`config.mk`:
```
export PLATFORM = sky130hd
export DESIGN_NAME = vga_fb_arbiter
export DESIGN_NICKNAME = d
export VERILOG_FILES = /design/src/rtl/vga_fb_arbiter.sv
export SDC_FILE = /design/constraint.sdc
export NUM_CORES = 1
export LEC_CHECK = 0
export CORE_MARGIN = 4
export CORE_UTILIZATION = 40
export DETAILED_ROUTE_END_ITERATION = 8
export PLACE_DENSITY_LB_ADDON = 0.15
export SLEW_MARGIN = 20
export SYNTH_ARGS = -nofsm -noshare
export SYNTH_HDL_FRONTEND = slang
export SYNTH_SLANG_ARGS = --single-unit
```
`constraint.sdc`:
```
create_clock -name clk -period 2.55 [get_ports clk]
set_clock_uncertainty 0.1 [all_clocks]
set_input_delay 0.3825 -clock clk [delete_from_list [all_inputs] [get_ports clk]]
set_output_delay 0.3825 -clock clk [all_outputs]
set_load 0.05 [all_outputs]
```
`src/rtl/vga_fb_arbiter.sv`:
```
// Shares one single-port 9-bit framebuffer RAM between raster-order scanout prefetch and a pixel writer.
// Latency: frame_start -> first read next cycle -> pix_valid two cycles later (registered FIFO push).
// Backpressure: writer is held off (wr_ready=0) only while RUN and FIFO occupancy is below LOW_WATER.
module vga_fb_arbiter #(
  parameter int H_ACTIVE   = 160,
  parameter int V_ACTIVE   = 120,
  parameter int AW         = 15,
  parameter int FIFO_DEPTH = 8,
  parameter int LOW_WATER  = 4
) (
  input  logic          clk,
  input  logic          rst,
  input  logic          frame_start,
  input  logic          pix_pop,
  output logic [8:0]    pix_data,
  output logic          pix_valid,
  output logic          underrun,
  input  logic          wr_valid,
  output logic          wr_ready,
  input  logic [AW-1:0] wr_addr,
  input  logic [8:0]    wr_data,
  output logic          ram_en,
  output logic          ram_we,
  output logic [AW-1:0] ram_addr,
  output logic [8:0]    ram_wdata,
  input  logic [8:0]    ram_rdata
);
  localparam int PW = $clog2(FIFO_DEPTH);
  localparam int CW = PW + 1;
  localparam logic [AW-1:0] LAST_ADDR = AW'(H_ACTIVE * V_ACTIVE - 1);
  localparam logic [CW-1:0] LOW_OCC   = CW'(LOW_WATER);
  localparam logic [CW-1:0] FULL_OCC  = CW'(FIFO_DEPTH);

  typedef enum logic [1:0] {IDLE, RUN, DONE} state_t;
  state_t state, state_nxt;

  logic [8:0]    fifo_mem [FIFO_DEPTH];
  logic [PW-1:0] wr_ptr, rd_ptr;
  logic [CW-1:0] fifo_count, occ;
  logic [AW-1:0] rd_addr;
  logic          rd_inflight;
  logic [8:0]    hold_data;
  logic          rd_issue, push, pop;

  // Occupancy counts the read in flight so a full FIFO can never be overrun by returning data.
  assign occ       = fifo_count + CW'(rd_inflight);
  // A returning read that coincides with frame_start belongs to the old frame and is dropped.
  assign push      = rd_inflight && !frame_start;
  assign pop       = pix_pop && (fifo_count != '0) && !frame_start;
  assign pix_valid = (fifo_count != '0);
  // When empty, the last shown head is held so the VGA stage sees a stable value.
  assign pix_data  = pix_valid ? fifo_mem[rd_ptr] : hold_data;
  assign ram_wdata = wr_data;

  // State register.
  always_ff @(posedge clk or posedge rst) begin
    if (rst) state <= IDLE;
    else     state <= state_nxt;
  end

  // Next state: frame_start always restarts; RUN ends once the last pixel's read issues.
  always_comb begin
    state_nxt = state;
    if (frame_start)                            state_nxt = RUN;
    else if (rd_issue && rd_addr == LAST_ADDR)  state_nxt = DONE;
  end

  // RAM slot arbitration: scanout below low water always wins, otherwise the writer does.
  always_comb begin
    rd_issue = 1'b0;
    wr_ready = 1'b0;
    ram_en   = 1'b0;
    ram_we   = 1'b0;
    ram_addr = wr_addr;
    if (state == RUN && !frame_start) begin
      if (occ < LOW_OCC)                        rd_issue = 1'b1;
      else if (occ < FULL_OCC && !wr_valid)     rd_issue = 1'b1;
    end
    if (!rst) begin
      if (rd_issue) begin
        ram_en   = 1'b1;
        ram_addr = rd_addr;
      end else begin
        wr_ready = 1'b1;
        if (wr_valid) begin
          ram_en = 1'b1;
          ram_we = 1'b1;
        end
      end
    end
  end

  // Scanout address, in-flight flag, FIFO pointers/count, held pixel and sticky underrun.
  always_ff @(posedge clk or posedge rst) begin
    if (rst) begin
      wr_ptr      <= '0;
      rd_ptr      <= '0;
      fifo_count  <= '0;
      rd_addr     <= '0;
      rd_inflight <= 1'b0;
      hold_data   <= '0;
      underrun    <= 1'b0;
    end else if (frame_start) begin
      wr_ptr      <= '0;
      rd_ptr      <= '0;
      fifo_count  <= '0;
      rd_addr     <= '0;
      rd_inflight <= 1'b0;
      underrun    <= 1'b0;
    end else begin
      rd_inflight <= rd_issue;
      if (rd_issue && rd_addr != LAST_ADDR) rd_addr <= rd_addr + AW'(1);
      if (push) wr_ptr <= wr_ptr + PW'(1);
      if (pop)  rd_ptr <= rd_ptr + PW'(1);
      fifo_count <= fifo_count + CW'(push) - CW'(pop);
      if (pix_pop && fifo_count == '0) underrun <= 1'b1;
      if (fifo_count != '0) hold_data <= fifo_mem[rd_ptr];
    end
  end

  // FIFO storage: read data lands here the cycle after its read was issued.
  always_ff @(posedge clk) begin
    if (push) fifo_mem[wr_ptr] <= ram_rdata;
  end

endmodule
```
Word level (Yosys, flattened, before mapping)
Memories as Yosys holds them, arrays and structs flattened.
Index checks and enable logic that the tools add are counted.
W data, S select, Z words.
{"block": "op_classes", "n_mux": 27, "eq_ne": 3, "add_sub_neg": 6, "reduce_logical": 17, "magnitude_cmp": 2}
{"cell": "$mux W15", "n": 4}
{"cell": "$add A15 B1 Y15 const B", "n": 1}
{"cell": "$eq A15 B15 Y1 const B", "n": 1}
{"cell": "$mux W1", "n": 15}
{"cell": "$ne A15 B15 Y1 const B", "n": 1}
{"cell": "$mux W3", "n": 4}
{"cell": "$reduce_bool A2 Y1", "n": 5}
{"cell": "$mux W9", "n": 1}
{"cell": "$add A4 B1 Y4", "n": 2}
{"cell": "$logic_and A1 B1 Y1", "n": 8}
{"cell": "$add A3 B1 Y3 const B", "n": 2}
{"cell": "$logic_not A4 Y1", "n": 1}
{"cell": "$lt A4 B3 Y1 const B", "n": 1}
{"cell": "$lt A4 B4 Y1 const B", "n": 1}
{"cell": "$mux W2", "n": 2}
{"cell": "$mux W4", "n": 1}
{"cell": "$reduce_bool A4 Y1", "n": 1}
{"cell": "$sub A4 B1 Y4", "n": 1}
{"cell": "$eq A2 B1 Y1 const B", "n": 1}
{"cell": "$logic_not A1 Y1", "n": 2}
{"block": "word_totals", "out_inout_bits": 38, "register_bits": 38, "ram_bits": 72, "mem_count": 1, "elab_cells": 64, "in_bits": 38}
{"name": "fifo_mem", "depth": 8, "word_bits": 9, "rd": 1, "rd_ports_with_merged_regs": 0, "write_ports": 1, "line_no": "37", "rtl": "logic [8:0] fifo_mem [FIFO_DEPTH];"}

Depth between registers and ports, before layout
{"block": "depth", "depth_word": 9, "mapped_depth": 12, "depth_no_buf": 12}

Worst setup path after synthesis
Ideal clock, no wire load.
{"block": "synth_timing", "path_type": "reg2out", "startpoint": "register rd_ptr[1]", "endpoint": "output port pix_data[6]", "t_required_ns": 2.068, "arrival_time_ns": 2.145, "path_stages_with_launch": 6, "slack_ns": -0.077, "cell_sequence": "dfrtp_1 -> clkbuf_1 -> buf_1 -> mux4_2 -> mux2i_1 -> a21oi_1"}
{"block": "synth_via", "elab_chain_len": 2}
{"element": "start, declared", "line_no": "38", "rtl": "logic [PW-1:0] wr_ptr, rd_ptr;"}
{"element": "start signal, assigned", "line_no": "114", "rtl": "if (pop) rd_ptr <= rd_ptr + PW'(1);"}
{"element": "$mem_v2 Z8 W9"}
{"element": "$mux W9"}
{"element": "end, declared", "line_no": "15", "rtl": "output logic [8:0] pix_data,"}
Every way passes these cells.

Final worst setup path
{"block": "layout_timing", "startpoint": "input port frame_start", "endpoint": "output port ram_addr[6]"}
{"block": "layout_via", "elab_chain_len": 5}
{"element": "start, declared", "line_no": "13", "rtl": "input logic frame_start,"}
{"element": "$logic_not A1 Y1", "line_no": "75", "rtl": "if (state == RUN && !frame_start) begin"}
{"element": "$logic_and A1 B1 Y1", "line_no": "75"}
{"element": "$mux W1", "line_no": "75"}
{"element": "$mux W15", "line_no": "80", "rtl": "if (rd_issue) begin"}
{"element": "$mux W15", "line_no": "79", "rtl": "if (!rst) begin"}
{"element": "end, declared", "line_no": "24", "rtl": "output logic [AW-1:0] ram_addr,"}
Every way passes these cells.

==> results summary <==
The run finished, with violations left. The checks that failed: negative setup slack. The relative slew slack is 39.5%. The clock passes through at most 2 buffers. The total number of vias came out at 3133.

The final count of pins violating max slew is 0. In the final layout, flip-flops and latches occupy 3120 um2. The total of buffers placed on input and output ports is 57. The number of nets with antenna violations after detailed routing came out at 0. In this run the cell area of the synthesized design comes to 5070 um2. The signal on the critical path passes through clkdlybuf4s50_1 > nor3b_1 > o21a_1 > nand2b_4 > nor2_4 > buf_12 > mux2_2 > buf_6. The cell row count is 40. The number of cell instances on the worst register-to-register path is 12. Clock tree synthesis selected as its root buffer the cell sky130_fd_sc_hd__clkbuf_16. The beginning of the critical path is frame_start.

The time the worst path needs with I/O delays and setup is 2.72 ns. The setup-violating endpoint count in the final report is 16. The number of antenna repair diodes came out at 0. The number of synthesized flops with an enable pin came out at 72. The detailed placer's ending HPWL is 7410 um.

The worst hold path begins at hold_data[3]$_DFFE_PP0N_. The number of nets in the synthesized netlist came out at 411. The final hold violation count is 0. The routed wirelength normalized by instance count is 18.1 um.

The global-route wire length before repair came out at 17800 um. The instance count along the most critical hold path is 2. The startpoint of the worst register-to-register path is fifo_count[2]$_DFF_PP0_. The maximum cell stage delay along the critical path is 0.42 ns. The ratio of cells with drive above 1 in the final layout is 33.0%.

The wire length reported by the detailed router is 11100 um. The weighted congestion at the end of routability-driven global placement is 0.771. The mean area per synthesized cell is 14.0 um2. The number of synthesis warnings is 0. In this run the count of I/O pins placed on the die edge is 76.

The number of max-cap violations is 0. The number of antenna violations at the first check in global routing is 0. The fraction of the cycle the final worst path needs is 107%. The sum of internal, switching and leakage power came out at 6.55 mW. The startpoint type of the worst setup path is an input port. The global-route usage over all layers is 15.8%. The clock latency reported for the late side of the worst-skew pair came out at 0.35 ns. The slack of the critical path is -0.166 ns.

In this run, post-CTS hold repair placed 0 buffers. The number of DRC violations after detailed routing came out at 0. The arrival time of the worst setup path came out at 2.23 ns. For this configuration, the core starts out at a cell density of 41.5%.

The number of DRC markers in iteration 0 is 222. The end-of-flow core utilization came out at 53.5%. The pre-antenna-repair detailed-routing pass consisted of 4 iterations. The standby leakage power came out at 2.42 nW.

The leftover overflow at the end of global routing is 0. The maximum fanout count along the critical path is 15. The tightest min-delay check is of the flip-flop to flip-flop type. The maximum number of pins on one net before global-route repair came out at 39. TritonCTS built the clock tree. The number of buffers and inverters on the critical path is 3. The via count of the first global-routing pass is 3218.

The reg-to-reg endpoint is fifo_count[2]$_DFF_PP0_. Clock tree synthesis found a total of 110 sinks. Among cell families on the critical path, the largest total delay comes from buffers and inverters. The number of levels in the clock H-tree is 3. The endpoint with the worst hold slack is hold_data[3]$_DFFE_PP0N_.

sky130_fd_sc_hd__edfxtp_1 takes more of the synthesized area than any other cell. Counting distinct cell types in the post-synthesis netlist gives 47. For the pin with the worst max-slew slack, the measured transition is 0.907 ns. The height of the die is 121 um.

The fraction of the yosys area taken by sequential cells is 61.4%. The die is 121 um wide. The placeable core region is 12200 um2. The power per unit of standard cell area came out at 1000 nW/um2. The die footprint came out at 14500 um2. Yosys attributes the largest share of cell area to sky130_fd_sc_hd__edfxtp_1 43%, sky130_fd_sc_hd__dfrtp_1 19%, sky130_fd_sc_hd__mux4_2 8.0%, sky130_fd_sc_hd__mux2_2 4.2%, sky130_fd_sc_hd__nor2_1 3.1%. Dividing the detail-routed via count by the number of cells gives 5.11. The area share of the largest cell type after synthesis came out at 42.7%. The worst-case vdd ir drop is 0.000568 V.

The layout overhead on the synthesized area is 28.9%. The category of the most critical setup path is input port to primary output. Setup repair after global routing could not meet its margin everywhere. For this run, the top clock speed supported by timing is 0.368 GHz. The most instantiated flip-flop cell in the synthesis netlist is sky130_fd_sc_hd__edfxtp_1. After clock tree synthesis, the clock-pin slew on the worst setup and hold paths is 0.07 ns. The net count of the finished layout is 488. The area occupied by multi-input gates came out at 1910 um2. On the critical path, the stage with the largest delay is an instance of sky130_fd_sc_hd__clkdlybuf4s50_1. The gate count of the mapped netlist is 363.

The worst reg-to-reg setup slack came out at 0.15 ns. The TritonCTS buffer count came out at 9. At the worst endpoint, the required time is 2.07 ns. The share of flip-flops with an asynchronous set or reset is 34.5%. The total of fill cells in the finished design is 1069. The number of storage elements in the synthesis netlist came out at 110. The sort of element at the end of the critical path is a primary output.
==> report_power, final <==
| group | switching, mW | total (mW) | internal [mW] |
|---|---|---|---|
| Combinational | 1.66 | 2.86 | 1.20 |
| Sequential | 0.133 | 2.21 | 2.07 |
| Clock | 0.690 | 1.49 | 0.796 |
| Total | 2.48 | 6.55 | 4.07 |
==> synthesized netlist by cell type (2+ instances only) <==
cell                       count
sky130_fd_sc_hd__and4_1        2
sky130_fd_sc_hd__ha_1          9
sky130_fd_sc_hd__a21oi_1      12
sky130_fd_sc_hd__inv_1        10
sky130_fd_sc_hd__buf_2         2
sky130_fd_sc_hd__mux2_2       19
sky130_fd_sc_hd__xnor2_1       8
sky130_fd_sc_hd__mux4_2       18
sky130_fd_sc_hd__o21ai_0      10
sky130_fd_sc_hd__and3_1        2
sky130_fd_sc_hd__clkbuf_1      8
sky130_fd_sc_hd__nor2_1       42
sky130_fd_sc_hd__xor2_1        3
sky130_fd_sc_hd__nand4_1       7
sky130_fd_sc_hd__nand2_1      27
sky130_fd_sc_hd__nor3_1        4
sky130_fd_sc_hd__a21o_1        2
sky130_fd_sc_hd__a31oi_1       2
sky130_fd_sc_hd__nand2b_1      5
sky130_fd_sc_hd__nand3_1       6
sky130_fd_sc_hd__dfrtp_1      38
sky130_fd_sc_hd__mux2i_1      12
sky130_fd_sc_hd__buf_1         3
sky130_fd_sc_hd__nor4_1        3
sky130_fd_sc_hd__edfxtp_1     72
sky130_fd_sc_hd__buf_4        10
sky130_fd_sc_hd__buf_6         2
sky130_fd_sc_hd__nor2b_1       6
==> logic make-up after synthesis <==
group,share of synthesized area [%]
buffers and inverters,3.68
XOR/XNOR,1.90
flip-flops,61.4
multiplexers,15.0
AND/OR/NAND/NOR,11.3
adder cells (fa/ha/maj),2.62
AO/OA/AOI/OAI,4.05
==> worst register-to-register path, cell delays in order, from the launching register on <==
cell and delay, ns:
sky130_fd_sc_hd__dfrtp_1 0.42, sky130_fd_sc_hd__buf_4 0.15, sky130_fd_sc_hd__inv_1 0.08, sky130_fd_sc_hd__ha_2 0.19, sky130_fd_sc_hd__nand2_1 0.10, sky130_fd_sc_hd__nand2_2 0.11
sky130_fd_sc_hd__nor2_1 0.05, sky130_fd_sc_hd__ha_1 0.27, sky130_fd_sc_hd__inv_1 0.04, sky130_fd_sc_hd__ha_1 0.19, sky130_fd_sc_hd__fa_1 0.38, sky130_fd_sc_hd__xnor2_1 0.15
sky130_fd_sc_hd__nor2_1 0.06
==> cell type report <==
class / instances / area share (%)
flip-flops and latches: 110 / 47.7
well taps: 168 / 3.22
repair buffers: 91 / 14.3
clock buffers: 9 / 3.45
multi-input cells: 218 / 29.3
inverters: 10 / 0.575
clock inverters: 7 / 1.48
==> what timing repair did <==
item / CTS / global route
pin swaps: 1 / 6
gates resized for setup: 27 / 17
setup endpoints to repair: 22 / 24
hold endpoints to repair: 0 / 0
buffers inserted: 2 / 3
cloned: 0 / 2
==> cell usage in the layout (no fill, tap or decap), types with 2 or more instances in the layout <==
master                            count
sky130_fd_sc_hd__xnor2_1              8
sky130_fd_sc_hd__a21oi_2              9
sky130_fd_sc_hd__nor2_1              42
sky130_fd_sc_hd__nand2b_1             4
sky130_fd_sc_hd__mux4_2              18
sky130_fd_sc_hd__buf_12               5
sky130_fd_sc_hd__nor2b_1              6
sky130_fd_sc_hd__buf_4               34
sky130_fd_sc_hd__nand4_1              7
sky130_fd_sc_hd__and3_1               2
sky130_fd_sc_hd__inv_8                3
sky130_fd_sc_hd__buf_6               20
sky130_fd_sc_hd__xor2_1               3
sky130_fd_sc_hd__nor3_1               4
sky130_fd_sc_hd__dfrtp_2              2
sky130_fd_sc_hd__dfrtp_1             36
sky130_fd_sc_hd__edfxtp_1            72
sky130_fd_sc_hd__a21o_1               2
sky130_fd_sc_hd__and4_1               2
sky130_fd_sc_hd__clkbuf_16           11
sky130_fd_sc_hd__mux2i_1              6
sky130_fd_sc_hd__mux2_2              19
sky130_fd_sc_hd__nand2_1             26
sky130_fd_sc_hd__a21oi_1              4
sky130_fd_sc_hd__o21ai_0             10
sky130_fd_sc_hd__nor4_1               3
sky130_fd_sc_hd__ha_1                 7
sky130_fd_sc_hd__clkdlybuf4s50_1     29
sky130_fd_sc_hd__inv_1               10
sky130_fd_sc_hd__mux2i_4              6
sky130_fd_sc_hd__nand3_1              5
==> sequential cells by signal, indices dropped and copies added (netlist names) <==
name / flops
fifo_count: 4
fifo_mem: 72
hold_data: 9
rd_addr: 15
rd_inflight: 1
rd_ptr: 3
state: 2
underrun: 1
wr_ptr: 3
==> per-stage QoR <==
stage / hold slack [ns] / cells / TNS [ns] / area, um2 / setup slack, ns
4_1_cts: 0.389 / 608 / -1.81 / 6380 / -0.137
2_1_floorplan: 0.342 / 363 / -0.0298 / 5100 / -0.0298
5_1_grt: 0.422 / 613 / -4.47 / 6530 / -0.288
3_3_place_gp: 0.362 / 590 / -0.944 / 5930 / -0.0865
6_report: 0.384 / 613 / -2.29 / 6530 / -0.166
3_5_place_dp: 0.371 / 590 / -1.52 / 5930 / -0.122
==> per-layer routing <==
layer	up-vias	part of all wire, %	track usage (%)
li1	1485	-	-
met1	1551	44	21.0
met2	83	50	26.2
met3	14	4.4	2.76
met4	0	1.4	5.52
met5	-	0	0
==> worst max-delay path by stage <==
stage / slack [ns] / end / cells after the start
floorplan: -0.03 / pix_data[5] / 5
global placement: -0.09 / ram_addr[6] / 8
detailed placement: -0.12 / ram_addr[6] / 8
CTS: -0.14 / ram_addr[6] / 8
global route: -0.29 / ram_addr[1] / 8
finish: -0.17 / ram_addr[6] / 8
No activity file was read; power rests on OpenSTA's default activity.
